<file path="src/rtl/mips_bus_mailbox.sv">
// CPU data-bus mailbox: TX FIFO filled by CPU writes and drained by a stream,
// RX FIFO filled by a stream and popped by CPU reads, with programmable wait states.
module mips_bus_mailbox #(
  parameter logic [31:0] BASE_ADDR   = 32'h4000_0000,
  parameter int unsigned DEPTH       = 8,
  parameter int unsigned WAIT_CYCLES = 0
) (
  input  logic        clk,
  input  logic        reset,
  input  logic [31:0] address,
  input  logic        read,
  input  logic        write,
  output logic        waitrequest,
  input  logic [31:0] writedata,
  input  logic [3:0]  byteenable,
  output logic [31:0] readdata,
  output logic        out_valid,
  input  logic        out_ready,
  output logic [31:0] out_data,
  input  logic        in_valid,
  output logic        in_ready,
  input  logic [31:0] in_data
);

  localparam int unsigned AW = $clog2(DEPTH);
  localparam int unsigned CW = AW + 1;
  localparam logic [31:0] WAIT_LOAD = (WAIT_CYCLES > 0) ? 32'(WAIT_CYCLES - 1) : '0;

  typedef enum logic {S_IDLE, S_WAIT} state_t;

  state_t         state_q, state_d;
  logic [31:0]    cnt_q, cnt_d;
  logic           req, done;

  logic [31:0]    tx_mem_q [DEPTH];
  logic [31:0]    tx_mem_d [DEPTH];
  logic [31:0]    rx_mem_q [DEPTH];
  logic [31:0]    rx_mem_d [DEPTH];
  logic [AW-1:0]  tx_wr_q, tx_wr_d, tx_rd_q, tx_rd_d;
  logic [AW-1:0]  rx_wr_q, rx_wr_d, rx_rd_q, rx_rd_d;
  logic [CW-1:0]  tx_cnt_q, tx_cnt_d, rx_cnt_q, rx_cnt_d;
  logic           ovf_q, ovf_d, unf_q, unf_d;

  logic           hit;
  logic [1:0]     offset;
  logic           tx_empty, tx_full, rx_empty, rx_full;
  logic           cpu_push, cpu_pop, clear;
  logic           tx_push, tx_pop, rx_push, rx_pop;
  logic [31:0]    be_mask, status;
  logic           unused_bits;

  // Wait-state sequencer: holds waitrequest for WAIT_CYCLES cycles, then completes.
  always_comb begin
    state_d     = state_q;
    cnt_d       = cnt_q;
    waitrequest = 1'b0;
    done        = 1'b0;
    req         = read ^ write;
    unique case (state_q)
      S_IDLE: begin
        if (req) begin
          if (WAIT_CYCLES == 0) begin
            done = 1'b1;
          end else begin
            waitrequest = 1'b1;
            cnt_d       = WAIT_LOAD;
            state_d     = S_WAIT;
          end
        end
      end
      S_WAIT: begin
        if (!req) begin
          state_d = S_IDLE;
        end else if (cnt_q != '0) begin
          waitrequest = 1'b1;
          cnt_d       = cnt_q - 32'd1;
        end else begin
          done    = 1'b1;
          state_d = S_IDLE;
        end
      end
      default: state_d = S_IDLE;
    endcase
  end

  // Address decode, FIFO handshakes, STATUS assembly and bus/stream outputs.
  always_comb begin
    hit         = (address[31:4] == BASE_ADDR[31:4]);
    offset      = address[3:2];
    unused_bits = ^address[1:0];
    tx_empty    = (tx_cnt_q == '0);
    tx_full     = (tx_cnt_q == CW'(DEPTH));
    rx_empty    = (rx_cnt_q == '0);
    rx_full     = (rx_cnt_q == CW'(DEPTH));
    cpu_push    = done & write & hit & (offset == 2'd0);
    cpu_pop     = done & read  & hit & (offset == 2'd0);
    clear       = done & write & hit & (offset == 2'd2) & byteenable[0] & writedata[0];
    tx_push     = cpu_push & ~tx_full;
    tx_pop      = ~tx_empty & out_ready;
    rx_push     = in_valid & ~rx_full;
    rx_pop      = cpu_pop & ~rx_empty;
    be_mask     = {{8{byteenable[3]}}, {8{byteenable[2]}}, {8{byteenable[1]}}, {8{byteenable[0]}}};
    status      = {8'h00, 8'(tx_cnt_q), 8'(rx_cnt_q), 4'h0, unf_q, ovf_q, tx_full, rx_empty};
    readdata    = '0;
    if (done && read && hit) begin
      unique case (offset)
        2'd0:    readdata = rx_empty ? '0 : rx_mem_q[rx_rd_q];
        2'd1:    readdata = status;
        default: readdata = '0;
      endcase
    end
    out_valid = ~tx_empty;
    out_data  = tx_empty ? '0 : tx_mem_q[tx_rd_q];
    in_ready  = ~rx_full;
  end

  // FIFO next state; a CONTROL clear overrides every same-cycle push and pop.
  always_comb begin
    tx_mem_d = tx_mem_q;
    rx_mem_d = rx_mem_q;
    tx_wr_d  = tx_wr_q;
    tx_rd_d  = tx_rd_q;
    rx_wr_d  = rx_wr_q;
    rx_rd_d  = rx_rd_q;
    if (tx_push) begin
      tx_mem_d[tx_wr_q] = writedata & be_mask;
      tx_wr_d           = tx_wr_q + AW'(1);
    end
    if (tx_pop)  tx_rd_d = tx_rd_q + AW'(1);
    if (rx_push) begin
      rx_mem_d[rx_wr_q] = in_data;
      rx_wr_d           = rx_wr_q + AW'(1);
    end
    if (rx_pop)  rx_rd_d = rx_rd_q + AW'(1);
    tx_cnt_d = tx_cnt_q + CW'(tx_push) - CW'(tx_pop);
    rx_cnt_d = rx_cnt_q + CW'(rx_push) - CW'(rx_pop);
    ovf_d    = ovf_q | (cpu_push & tx_full);
    unf_d    = unf_q | (cpu_pop & rx_empty);
    if (clear) begin
      tx_wr_d  = '0;
      tx_rd_d  = '0;
      rx_wr_d  = '0;
      rx_rd_d  = '0;
      tx_cnt_d = '0;
      rx_cnt_d = '0;
      ovf_d    = 1'b0;
      unf_d    = 1'b0;
    end
  end

  // Control state register with synchronous active-low reset.
  always_ff @(posedge clk) begin
    if (!reset) begin
      state_q  <= S_IDLE;
      cnt_q    <= '0;
      tx_wr_q  <= '0;
      tx_rd_q  <= '0;
      rx_wr_q  <= '0;
      rx_rd_q  <= '0;
      tx_cnt_q <= '0;
      rx_cnt_q <= '0;
      ovf_q    <= 1'b0;
      unf_q    <= 1'b0;
    end else begin
      state_q  <= state_d;
      cnt_q    <= cnt_d;
      tx_wr_q  <= tx_wr_d;
      tx_rd_q  <= tx_rd_d;
      rx_wr_q  <= rx_wr_d;
      rx_rd_q  <= rx_rd_d;
      tx_cnt_q <= tx_cnt_d;
      rx_cnt_q <= rx_cnt_d;
      ovf_q    <= ovf_d;
      unf_q    <= unf_d;
    end
  end

  // FIFO storage; contents are don't-care while the matching count is zero.
  always_ff @(posedge clk) begin
    tx_mem_q <= tx_mem_d;
    rx_mem_q <= rx_mem_d;
  end

endmodule

</file>
<file path="config.mk">
export PLATFORM = sky130hd
export DESIGN_NAME = mips_bus_mailbox
export DESIGN_NICKNAME = d
export VERILOG_FILES = /design/src/rtl/mips_bus_mailbox.sv
export SDC_FILE = /design/constraint.sdc
export NUM_CORES = 1
export LEC_CHECK = 0
export ABC_AREA = 1
export CORE_UTILIZATION = 50
export CTS_CLUSTER_SIZE = 24
export DETAILED_ROUTE_END_ITERATION = 8
export PLACE_DENSITY = 0.67
export SLEW_MARGIN = 20
export SYNTH_ARGS = -nofsm -noshare
export SYNTH_HDL_FRONTEND = slang
export SYNTH_SLANG_ARGS = --single-unit
</file>
<file path="constraint.sdc">
create_clock -name clk -period 5.45 [get_ports clk]
set_clock_uncertainty 0.15 [all_clocks]
set_input_delay 0.545 -clock clk [delete_from_list [all_inputs] [get_ports clk]]
set_output_delay 0.545 -clock clk [all_outputs]
set_load 0.02 [all_outputs]
</file>
* Yosys cells after proc, flatten, opt, wreduce, memory -nomap -nowiden
Index checks and enable logic that the tools add are counted.
** Storage, ports and cells
- Bits in registers :: 567
- Input bits :: 106
- Word-level logic and storage cells :: 113
- Output and inout port bits :: 67
** Cells by class
- Multiplexer cells :: 26
- Bitwise logic cells :: 29
- Reduce and logical (&&, ||, !) cells :: 10
- $lt $le $gt $ge :: 6
- $add $sub $neg :: 9
- Eq/ne operators :: 7
** Operator list (number)
- $bwmux 256 :: 2
- $mux 32 :: 12
- $bmux 32 s3 :: 2
- $demux 32 s3 :: 2
- $pmux 32 s2 :: 1
- $and 32x32->32 :: 1
- $reduce_bool 32->1 :: 1
- $sub 32x1->32 const B :: 1
- $eq 28x27->1 const B :: 1
- $ge 4x4->1 const B :: 4
- $not 3->4 :: 4
- $and 1x1->1 :: 15
- $add 3x1->3 const B :: 4
- $add 4x1->4 :: 2
- $eq 4x4->1 const B :: 2
- $logic_not 4->1 :: 2
- $lt 4x1->1 const B :: 2
- $sub 4x1->4 :: 2
- $not 1->1 :: 6
- $mux 1 :: 5
- $logic_and 1x1->1 :: 4
- $ne 2x1->1 const B :: 2
- $pmux 1 s2 :: 2
- $reduce_and 3->1 :: 1
- other kinds (6) :: 7

* Logic depth before layout (Yosys ltp)
Gate-level depths: netlist (run 1).
- Depth in word-level cells :: 10
- Gate-level depth with buffers :: 16
- Mapped depth without buffers :: 16

* Least setup slack after synthesis (run 1)
Ideal clock, no wire load.
- Path kind :: input -> register
- Start point :: input port address[27]
- End point :: register tx_mem_q[160] in the netlist's numbering (enable)
- Setup slack :: 1.067 ns
- Stages :: 9
- Path buffers :: 0
- Data required time :: 4.839 ns
- Arrival time :: 3.772 ns
- Path through :: nor2_1 > nand2_1 > nor2_1 > nand2_1 > nor2_1 > nand4_2 > nor2_4 > nand2_2 > nor3_1
** Between the ends
- Longest elaborated chain between the ends :: 4
** Ends and longest elaborated chain
- start: declaration :: line 10 : input logic [31:0] address,
- $eq 28x27->1 :: line 88 : hit = (address[31:4] == BASE_ADDR[31:4]);
- $and 1x1->1 (2 in series) :: line 95 : cpu_push = done & write & hit & (offset == 2'd0);
- $and 1x1->1 :: line 98 : tx_push = cpu_push & ~tx_full;
- end signal: assignment :: line 180 : tx_mem_q <= tx_mem_d;
- end: declaration :: line 35 : logic [31:0] tx_mem_q [DEPTH];
Every way passes these cells.
A chain may end at the register's enable or synchronous reset.

* Final worst setup path (run 1)
- Start point :: register tx_rd_q[0]
- End point :: output port out_data[3]
** Between the ends
- Longest elaborated chain between the ends :: 5
** Ends and longest elaborated chain
- start: declaration :: line 39 : logic [AW-1:0] tx_wr_q, tx_wr_d, tx_rd_q, tx_rd_d;
- start signal: assignment :: line 168 : tx_rd_q <= tx_rd_d;
- $not 3->4 (implied by the code) :: line 113 : out_data = tx_empty ? '0 : tx_mem_q[tx_rd_q];
- $bmux 32 s3 :: line 113
- $mux 32 (implied by the code) (2 in series) :: line 113
- $mux 32 :: line 113
- end: declaration :: line 19 : output logic [31:0] out_data,
Every way passes these cells. The select of a mux whose other input is x is not followed.

==> results of run 1 <==
## worst max-delay path: stages (launching register included)
cell             delay [ns]
dfxtp_4                0.77
clkinv_2               0.76
buf_12                 0.47
o21ai_0                0.18
o22ai_1                0.10
o21ai_0                0.15
a31oi_1                0.12
clkdlybuf4s50_1        0.63
## registers in the layout, summed over array words and instances, names as in the netlist, 4 cells and up
name / cells
cnt_q: 32
rx_cnt_q: 4
rx_mem_q: 256
tx_mem_q: 256
tx_cnt_q: 4
## per-stage QoR
stage               instance area (um^2)  utilization (%)  std cells  worst slack, ns
global route                       27690            59.61       2860           0.5472
detailed placement                 25910            55.77       2759            1.110
global placement                   25910            55.77       2759            1.126
floorplan                          23510                -       2062            1.067
CTS                                27690            59.61       2860           0.9165
finish                             27690            59.61       2860           0.9531
## layer usage
layer	part of all wire, %	GRT usage [%]
met5	0	0
met4	2.4	7.338
met3	6.4	3.895
met2	49	38.45
met1	42	29.51
## power groups by stage
stage | clock network (W) | registers (W) | logic (W)
detailed placement | 0 | 0.00503 | 0.00182
global placement | 0 | 0.00502 | 0.00179
CTS | 0.00383 | 0.00493 | 0.00183
global route | 0.00399 | 0.00494 | 0.00200
floorplan | 0 | 0.00498 | 0.00108
finish | 0.00376 | 0.00493 | 0.00182
## logic make-up (layout without fill, tap and decap cells)
kind of cell / after synthesis / in the layout / share of synthesized area (%)
flip-flops: 567 / 567 / 70.07
XOR/XNOR: 21 / 21 / 0.7822
AND/OR/NAND/NOR: 859 / 859 / 15.21
adder cells (fa/ha/maj): 20 / 20 / 1.128
buffers and inverters: 204 / 395 / 3.368
AO/OA/AOI/OAI: 391 / 391 / 9.440
## layout by cell type (no fill, tap or decap), types with 2 or more instances in the layout
cell type	synthesis	routed
nor2_2	7	7
bufinv_16	0	5
nor3b_1	3	3
dfxtp_4	0	2
o22ai_1	41	41
a21oi_2	20	20
edfxtp_1	512	512
a31oi_1	33	33
nand3_1	149	149
inv_6	0	2
nor3_2	3	11
nand2_1	327	327
clkbuf_16	0	58
nor2_1	333	325
clkdlybuf4s50_1	0	170
nor4_1	2	2
nand4_1	8	8
nand2_2	5	5
o211ai_1	9	9
clkinv_2	0	13
clkbuf_1	102	10
or2_2	3	3
clkinv_1	1	13
o221ai_1	15	15
xor2_1	11	11
fa_1	2	2
a21oi_1	55	55
dfxtp_2	0	3
inv_2	2	4
inv_1	85	82
nor2_4	2	10
ha_1	18	18
xnor2_1	10	10
nor3_1	13	5
buf_4	1	35
dfxtp_1	55	50
o21a_1	2	2
o21ai_0	215	215
## final timing paths
check | startpoint | end | slack (ns) | cells after the start
max | tx_rd_q[0] | out_data[3] | 0.95 | 7
min | unf_q | unf_q | 0.33 | 1
max reg2reg | cnt_q[24] | tx_cnt_q[2] | 2.36 | 15
min reg2reg | unf_q | unf_q | 0.33 | 1
## area by class of cell
| cell class | count | area [um^2] | share of cell area (%) |
|---|---|---|---|
| sequential | 567 | 16490 | 59.54 |
| multi-input combinational | 1291 | 6345 | 22.91 |
| timing repair buffer | 206 | 1984 | 7.166 |
| clock buffer | 68 | 1489 | 5.377 |
| tap | 607 | 759.5 | 2.743 |
| inverter | 88 | 332.8 | 1.202 |
| clock inverter | 33 | 295.3 | 1.066 |
==> run metrics, run 1 <==
Setup Buffers After CTS 0; Hold Worst Slack 0.3268 ns; DIE AREA 47900 um^2; routed vias 15830; largest net degree at the start of global routing 99; post-cts resize count 0; antenna violations before repair 0; Post-Syn Instances 2062; Num CTS Buffers 56; EDFF count, synth 512; most area-consuming cells after synthesis edfxtp_1 (65%), nor2_1 (5.3%), nand2_1 (5.2%); fillers 3706; Comb pwr share 17.3%; P_int 0.007706 W; Worst EP arrival 3.80 ns; ys flop type edfxtp_1; Hold WC Path Type reg -> reg; CTS Root Cell clkbuf_16; Power per Cell Area 379.7 nW/um^2; Post-Route WL 53760 um; Lkg Pwr 9.465 nW; final net count 2336; Cell Rows 79; FMAX 222.4 MHz; relative slew slack 31.36%; CTS tree yes; Initial Utilization 50.61%; # Max-Cap Violations 0; final setup fails 0; P&R area growth vs syn 17.78%; Worst Path Required 4.76 ns; clk slew on worst S/H paths 0.06 ns; drt initial violations 1147; n_diodes 0; setup_tns 0 ns; Slew Viols, Final 0; cts hold-fix bufs 0; Seq cells post-synth 567; Yosys top cell area share 65.39%; total power 0.01051 W; io pins 173; Ys Warns 0; first-pass GRT wire length 83410 um; post-layout min period 4.497 ns; number of global-route vias before repair 15222; post-detail-place hpwl 29980 um; Final Hold Vio Count 0; number of remaining DRC errors 0; drt wl/cell 18.80 um; Flop pwr share 46.9%; # H-tree levels 2; Worst setup SP type flop; Vert. Die Dim 218.9 um; drt pass-1 iters 7; Clock power frac 35.8%; count leader, synth edfxtp_1; Post-synth top cells edfxtp_1 (512), nor2_1 (333), nand2_1 (327), o21ai_0 (215), nand3_1 (149); clk sink count 567; CP max FO 76; Tcrit/Tclk final 82.51%; ratio of cells with drive above 1 in the final layout 8.211%; GRT Util Overall 22.62%; asr flop ratio synth 0%; sequential-to-total area share from yosys stat 70.07%; Switching Share 26.71%; kind of critical path reg -> out; CORE AREA 46460 um^2; P_sw 0.002809 W; vias per cell 5.535; largest area contributor in the netlist edfxtp_1; die width 218.9 um; GPL Wtd Cong 0.8838; maximum vdd drop 0.0002769 V; RSZ-0062 raised after global routing no; Slew @ Worst Pin 1.030 ns; Overflow after GRT 0; IO Port Bufs 170; clk buf depth 3; Post-Syn Area 23510 um^2; critical path capture point type output port; Detail Route Antenna Nets 0; distinct cell type count after synthesis 39; worst-skew pair later-pin latency 0.61 ns; Avg Inst Size Synth 11.40 um^2; syn_nets 2188; status completed
Power figures use the tool's default switching activity.
==> inputs of run 2 (changes only) <==
==> constraint.sdc (replaced) <==
create_clock -name clk -period 4.2 [get_ports clk]
set_clock_uncertainty 0.15 [all_clocks]
set_input_delay 0.42 -clock clk [delete_from_list [all_inputs] [get_ports clk]]
set_output_delay 0.42 -clock clk [all_outputs]
set_load 0.02 [all_outputs]
==> run 2 against run 1 <==
  * Global-route usage up 0.079 points
  * Die area stayed put
  * Setup slack worse by 0.69 ns
  * Critical path type unchanged
  * Highest routed layer unchanged
==> run metrics, run 2 (synthesis results as in run 1) <==
status completed (unchanged); Detail Route Antenna Nets 0 (unchanged); clk sink count 567 (unchanged); kind of critical path reg -> out (unchanged); critical path capture point type output port (unchanged); drt wl/cell 18.88 um (was 18.80 um); final net count 2340 (was 2336); Hold WC Path Type reg -> reg (unchanged); drt initial violations 1279 (was 1147); post-detail-place hpwl 29290 um (was 29980 um); FMAX 254.3 MHz; worst-skew pair later-pin latency 0.61 ns (about the same); Final Hold Vio Count 0 (unchanged); GRT Util Overall 22.70% (was 22.62%); storage element area 16490 um^2 (unchanged); Hold Worst Slack 0.3316 ns (was 0.3268 ns); fillers 3704 (was 3706); CTS tree yes (unchanged); RSZ-0062 raised after global routing no (unchanged); Worst Setup SP cnt_q[0] (was tx_rd_q[0]); P_sw 0.003644 W (was 0.002809 W); Post-Route WL 54070 um (was 53760 um); Power per Cell Area 491.7 nW/um^2 (was 379.7 nW/um^2); P_int 0.01001 W (was 0.007706 W); Cell Rows 79 (unchanged); CTS Root Cell clkbuf_16 (unchanged); commonest non-fill, non-tap cells in the layout edfxtp_1 (512), nand2_1 (327), nor2_1 (325) (unchanged); Cells after DPL 2762 (was 2759); Slew @ Worst Pin 0.8397 ns (was 1.030 ns); Setup Buffers After CTS 0 (unchanged); critical path, cell by cell inv_1 > ha_1 > nand2_1 > nor2_1 > nand2_2 > o21ai_4 > nand3_4 > nor2_8 > inv_2 > a21oi_2 > clkdlybuf4s50_1 (was clkinv_2 > buf_12 > o21ai_0 > o22ai_1 > o21ai_0 > a31oi_1 > clkdlybuf4s50_1); Flop pwr share 46.5% (was 46.9%); die width 218.9 um (unchanged); r2r setup slk 1.21 ns (was 2.36 ns); Worst EP arrival 3.36 ns (was 3.80 ns); GPL Wtd Cong 0.8867 (was 0.8838); cts hold-fix bufs 0 (unchanged); number of remaining DRC errors 0 (unchanged); Initial Utilization 50.61% (unchanged); DIE AREA 47900 um^2 (unchanged); Lkg Pwr 9.495 nW (was 9.465 nW); Switching Share 26.69% (was 26.71%); post-cts resize count 0 (unchanged); # Max-Cap Violations 0 (unchanged); first-pass GRT wire length 83640 um (was 83410 um); drt pass-1 iters 5 (was 7); Post-Layout Cell Count 2864 (was 2860); antenna violations before repair 1 (was 0); Num CTS Buffers 57 (was 56); number of global-route vias before repair 15400 (was 15222); Tcrit/Tclk final 93.63%; Reg-to-Reg Start cnt_q[0] (was cnt_q[24]); Worst setup SP type flop (unchanged); Overflow after GRT 0 (unchanged); Slew Viols, Final 0 (unchanged); clk slew on worst S/H paths 0.06 ns (about the same); Hold Startpoint ovf_q (was unf_q); vias per cell 5.553 (was 5.535); CP max-delay cell clkdlybuf4s50_1 (was dfxtp_4); Multi-input gate area 6351 um^2 (was 6345 um^2); # H-tree levels 2 (unchanged); IO Port Bufs 170 (unchanged); Vert. Die Dim 218.9 um (unchanged); post-layout min period 3.932 ns; relative slew slack 44.02% (was 31.36%); top flop regs rx_mem_q (256), tx_mem_q (256), cnt_q (32) (unchanged); largest net degree at the start of global routing 131 (was 99); CORE AREA 46460 um^2 (unchanged); clk buf depth 3 (unchanged); CP max FO 22 (was 76); Comb pwr share 18.1% (was 17.3%); Worst Path Required 3.63 ns (was 4.76 ns); maximum vdd drop 0.0003410 V (was 0.0002769 V); commonest non-fill, non-tap cell in the layout edfxtp_1 (unchanged); ratio of cells with drive above 1 in the final layout 8.023% (was 8.211%); final setup fails 0 (unchanged); routed vias 15905 (was 15830); P&R area growth vs syn 18.10% (was 17.78%); critical path's largest stage delay 0.63 ns (was 0.77 ns); io pins 173 (unchanged); Clock power frac 35.4% (was 35.8%)
==> run 2: metal layers <==
layer  GRT usage [%]  part of all wire, %  vias up
met4           8.171                  2.7        0
met5               0                    0        -
met1           30.02                   43     7704
met3           3.354                  6.2       95
li1                -                    -     7602
met2           38.20                   48      504
==> run 2: worst max-delay path: cells and delay by family, from the launching register on <==
family | cells | cell delay, ns
AO/OA/AOI/OAI | 2 | 0.49
adder cells (fa/ha/maj) | 1 | 0.18
buffers and inverters | 3 | 1.02
flip-flops | 1 | 0.31
AND/OR/NAND/NOR | 5 | 0.70
==> run 2: power groups by stage <==
stage               clock [W]  sequential (W)  combinational [W]
floorplan                   0         0.00646            0.00140
global placement            0         0.00646            0.00243
detailed placement          0         0.00647            0.00248
CTS                   0.00492         0.00635            0.00248
global route          0.00512         0.00636            0.00270
finish                0.00483         0.00635            0.00247
==> run 2: worst paths after layout <==
kind	to	cells after the start
max	readdata[23]	11
min	ovf_q	2
max reg2reg	tx_cnt_q[2]	16
min reg2reg	ovf_q	2
==> run 2: cell type report <==
type / count / area share, %
flip-flops and latches: 567 / 59.37
multi-input cells: 1291 / 22.87
well taps: 607 / 2.735
repair buffers: 209 / 7.453
inverters: 88 / 1.199
diodes: 1 / 0.009012
clock inverters: 20 / 0.8246
clock buffers: 81 / 5.533
==> run 2: through the flow <==
step / util (%) / cell area (um^2) / worst slack (ns) / power [W] / TNS (ns)
floorplan: - / 23520 / -0.05776 / 0.007855 / -12.76
global placement: 55.97 / 26000 / 0.5786 / 0.008893 / 0
detailed placement: 55.97 / 26000 / 0.5477 / 0.008943 / 0
CTS: 59.77 / 27770 / 0.2263 / 0.01375 / 0
global route: 59.77 / 27770 / 0.03873 / 0.01418 / 0
finish: 59.77 / 27770 / 0.2677 / 0.01365 / 0
==> RTL edit 1, RTL diff (config.mk and constraints of run 1) <==
One comparison of `tx_cnt_q` changes from == to >=.
--- a/src/rtl/mips_bus_mailbox.sv
+++ b/src/rtl/mips_bus_mailbox.sv
@@ -89,7 +89,7 @@
     offset      = address[3:2];
     unused_bits = ^address[1:0];
     tx_empty    = (tx_cnt_q == '0);
-    tx_full     = (tx_cnt_q == CW'(DEPTH));
+    tx_full     = (tx_cnt_q >= CW'(DEPTH));
     rx_empty    = (rx_cnt_q == '0);
     rx_full     = (rx_cnt_q == CW'(DEPTH));
     cpu_push    = done & write & hit & (offset == 2'd0);
Formal check against the unedited RTL: no difference found for any inputs over 4 cycles, from zero or initial values and one cycle with reset low; that may be too few to reach the edited logic, so the function may still have changed.
==> RTL edit 1 against run 1 <==
  * Worst hold slack lost 3.8 ps
  * Final area rose by 0.60%
  * Die area barely moved
  * Highest routed layer is now met5
  * Area after synthesis barely moved
  * Sequential cell count did not move
  * Worst setup slack better by 19 ps
  * Power increased by 2.9%
  * Wire length increased by 1.2%
==> RTL edit 1: results (changes against run 1) <==
Logic synthesis
  • Synth cell types: 38 (-2.6%)
  • Post-synth EDFFs: 512 (unchanged)
  • Syn_nets: 2187 (-0.046%)
  • Top cells by count, synth: edfxtp_1, nor2_1, nand2_1, o21ai_0, nand3_1
  • Sequential area share after synthesis: 70.1% (about the same)
  • Synth area leaders: edfxtp_1, nor2_1, nand2_1

CTS
  • Num CTS Buffers: 57 (+1.8%)
  • Clock buffer depth: 3 (unchanged)
  • Root Buffer: clkbuf_16
  • Clock Pin Slew Worst Setup and Hold Paths: 60 ps (about the same)

Global route
  • Antenna violations before repair: 5 (+5)
  • Vias in the first global route: 15300 (+0.29%)
  • First-pass GRT wire length: 83000 µm (-0.47%)
  • Total GRT Usage: 22.6% (-0.040 points)
  • Largest net degree at the start of global routing: 85 (-14%)

Layout
  • Fillers: 3660 (-1.2%)
  • # nets final: 2334 (-0.086%)
  • Share of cells above drive strength 1: 8.33% (+0.12 points)

Route
  • Drt first-iter violations: 1316 (+15%)
  • WL per Instance: 19.0 µm (+1.1%)
  • Drt pass-1 iters: 5 (-2)
  • Via count: 15800 (-0.40%)

Placed design
  • Setup WS pre-CTS: 1180 ps (+72.8 ps)
  • Detailed Place HPWL: 30000 µm (+0.11%)
  • GP Congestion: 0.875 (-0.98%)
  • Post-DP Area: 25900 µm² (-0.11%)

Critical path
  • Worst R2R Path Depth: 12 (-3)
  • CP max stage delay: 760 ps
  • Reg2reg start: tx_cnt_q[2]
  • Setup slack, reg-to-reg: 2150 ps (-210 ps)
  • Slowest CP cell: clkinv_2
  • RR Endpoint: tx_cnt_q[2]
  • Crit Path Max Fanout: 68 (-11%)
  • Arrival @ worst endpoint: 3780 ps (-20 ps)

Run status
  • Status: completed

Power
  • VDD IR max: 0.317 mV (+14%)
  • Leak: 9.52 nW (+0.63%)

Min path
  • Hold Path Origin: unf_q
  • Hold Crit Endpoint: unf_q

STA
  • Fin Hold WS: 323 ps (-3.76 ps)
  • Slew Limit Headroom: 28.8% (-2.5 points)
## RTL edit 1: area by class of cell
cell class	count	share of cell area [%]
Sequential cell	567	59.2
Multi-Input combinational cell	1291	22.8
Timing Repair Buffer	203	7.04
Clock buffer	74	5.57
Tap cell	607	2.73
Clock inverter	33	1.51
Inverter	88	1.19
Antenna cell	2	0.0180
## RTL edit 1: metrics by stage
stage / util (%) / std cells
floorplan: - / 2061
global placement: 55.7 / 2756
detailed placement: 55.7 / 2756
CTS: 60.0 / 2863
global route: 60.0 / 2864
finish: 60.0 / 2865
## RTL edit 1: worst max path at each step
stage	startpoint	endpoint	slack, ps	cells after the start
6_report	tx_rd_q[0]	out_data[5]	970	7
5_1_grt	tx_rd_q[0]	out_data[4]	710	7
4_1_cts	tx_rd_q[0]	out_data[5]	950	7
3_5_place_dp	address[15]	readdata[6]	1180	11
3_3_place_gp	address[30]	readdata[26]	1230	10
2_1_floorplan	address[27]	tx_mem_q[0]	1060	9
## RTL edit 1: per-layer routing
layer  routed length (µm)  vias to the layer above  track usage, %
li1                     -                     7599               -
met1                23000                     7526            29.8
met2                26000                      520            37.3
met3                 3830                      115            4.67
met4                 1600                        6            7.64
met5                   45                        -               0
## RTL edit 1: report_power, final
group          switching (mW)  total (mW)  internal, mW
Clock                    1.63        4.07          2.44
Sequential             0.0912        4.94          4.85
Combinational            1.12        1.81         0.689
Total                    2.84        10.8          7.98
## RTL edit 1: kinds of logic after synthesis
group	count (synthesis)	synth area share (%)
XOR/XNOR	21	0.782
flip-flops	567	70.1
buffers and inverters	203	3.36
AND/OR/NAND/NOR	862	15.3
adder cells (fa/ha/maj)	20	1.13
AO/OA/AOI/OAI	388	9.38
==> RTL edit 2, RTL diff (flow settings as in run 1) <==
Without the edit above. `DEPTH`: 8 -> 16.
--- a/src/rtl/mips_bus_mailbox.sv
+++ b/src/rtl/mips_bus_mailbox.sv
@@ -2,7 +2,7 @@
 // RX FIFO filled by a stream and popped by CPU reads, with programmable wait states.
 module mips_bus_mailbox #(
   parameter logic [31:0] BASE_ADDR   = 32'h4000_0000,
-  parameter int unsigned DEPTH       = 8,
+  parameter int unsigned DEPTH       = 16,
   parameter int unsigned WAIT_CYCLES = 0
 ) (
   input  logic        clk,
Function: not settled (the Yosys comparison gave no result); the edit may change what the design does.
==> RTL edit 2 against run 1 <==
  * First-iteration DRC count is 120% higher
  * Via count is 79% higher
  * Highest routed layer is now met5
  * Final area is 82% higher
  * Area after synthesis is 86% higher
  * Power is 83% higher
  * Wire length is 100% higher
  * Final cell count is 71% higher
  * Register-to-register slack worse by 530 ps
  * Sequential cell count is 518 higher
  * Critical path depth stayed put
  * Clock power is 98% higher
  * Critical path type unchanged
  * Worst setup slack worse by 66 ps
  * Count of clock-buffer cells in the layout is 64 higher
==> RTL edit 2: results (changes against run 1) <==
Route
  • Post-Route M1 WL: 44200 µm (+96%)
  • Final wirelength: 107000 µm (+100%)
  • Via count: 28300 (+79%)
  • Top sig layer: met5
  • Met3 Wirelength: 7630 µm (+120%)
  • Drt first-iter violations: 2467 (+120%)
  • DR WL met2: 53300 µm (+100%)

Global route
  • Vias in the first global route: 27000 (+77%)
  • Largest net degree at the start of global routing: 173 (+75%)
  • Antenna violations before repair: 3 (+3)

Logic synthesis
  • Syn Area/Cell: 12.5 µm² (+9.4%)
  • Synth cell types: 45 (+15%)
  • Ys async rst share: 0% (unchanged)
  • XOR/XNOR Fraction of Synth Area: 0.400% (-0.38 points)
  • Top cells by count, synth: edfxtp_1, nor2_1, o21ai_0, nand2_1, a21oi_1
  • Synth area leaders: edfxtp_1, o21ai_0, nor2_1
  • Synth Area in Adders: 0.777% (-0.35 points)
  • Sequential area share after synthesis: 73.0% (+2.9 points)
  • Compound-gate portion of the synthesized area: 11.7% (+2.2 points)

Placed design
  • DP Cell Count: 4684 (+70%)
  • GP Congestion: 0.815 (-7.8%)
  • Post-DP Area: 46900 µm² (+81%)
  • Detailed Place HPWL: 57600 µm (+92%)

Min path
  • Worst Hold Class: reg -> reg
  • Hold Crit Depth: 2 (+1)

CTS
  • Num CTS Buffers: 108 (+93%)
  • H-tree levels: 3 (+1)

Power
  • Leak: 16.5 nW (+74%)
  • VDD IR max: 0.407 mV (+47%)

STA
  • Slew Limit Headroom: 27.3% (-4.0 points)

Critical path
  • Crit Path Max Fanout: 100 (+32%)

Run status
  • Status: completed

Layout
  • Fillers: 6874 (+85%)
  • Share of cells above drive strength 1: 8.28% (+0.073 points)
  • # nets final: 3771 (+61%)
  • Post-route insts no fill: 4886 (+71%)
  • Largest registers: rx_mem_q (512), tx_mem_q (512), cnt_q (32)
[RTL edit 2: metrics by stage]
stage / hold slack, ps / utilization (%) / setup WS [ps]
4_1_cts: 314 / 58.2 / 849
3_3_place_gp: 295 / 54.1 / 1050
5_1_grt: 352 / 58.2 / 641
6_report: 313 / 58.2 / 887
2_1_floorplan: 285 / - / 2100
3_5_place_dp: 305 / 54.1 / 1080
[RTL edit 2: worst paths after layout]
check,from,endpoint,slack [ps]
max,tx_rd_q[0],out_data[2],890
min,unf_q,unf_q,310
max reg2reg,cnt_q[0],rx_cnt_q[4],1830
min reg2reg,unf_q,unf_q,310
[RTL edit 2: layer usage]
metal | up-vias | global-route usage [%]
met5 | - | 0
met4 | 4 | 6.56
met3 | 170 | 3.64
met2 | 1039 | 39.8
met1 | 14000 | 32.8
li1 | 13100 | -
[RTL edit 2: report_power, final]
group | leakage [nW] | switching (mW) | total, mW | internal, mW
clock network | 1.75 | 3.16 | 7.46 | 4.31
logic | 5.53 | 1.61 | 2.42 | 0.806
registers | 9.22 | 0.105 | 9.35 | 9.25
total | 16.5 | 4.88 | 19.2 | 14.4
[RTL edit 2: final cells by class]
type,instances,area [µm²],area share [%]
multi-input cells,2073,10600,21.0
repair buffers,238,2360,4.68
clock buffers,132,2810,5.57
flip-flops and latches,1085,32000,63.3
clock inverters,69,774,1.53
well taps,1155,1450,2.86
diodes,1,2.50,0.00495
inverters,133,515,1.02
[RTL edit 2: critical path: stages, from the launching register on]
cell             delay (ps)
dfxtp_4                 510
inv_6                   590
buf_4                   510
o21ai_0                 150
o221ai_1                200
nand3_1                 100
a21oi_1                 320
clkdlybuf4s50_1         670
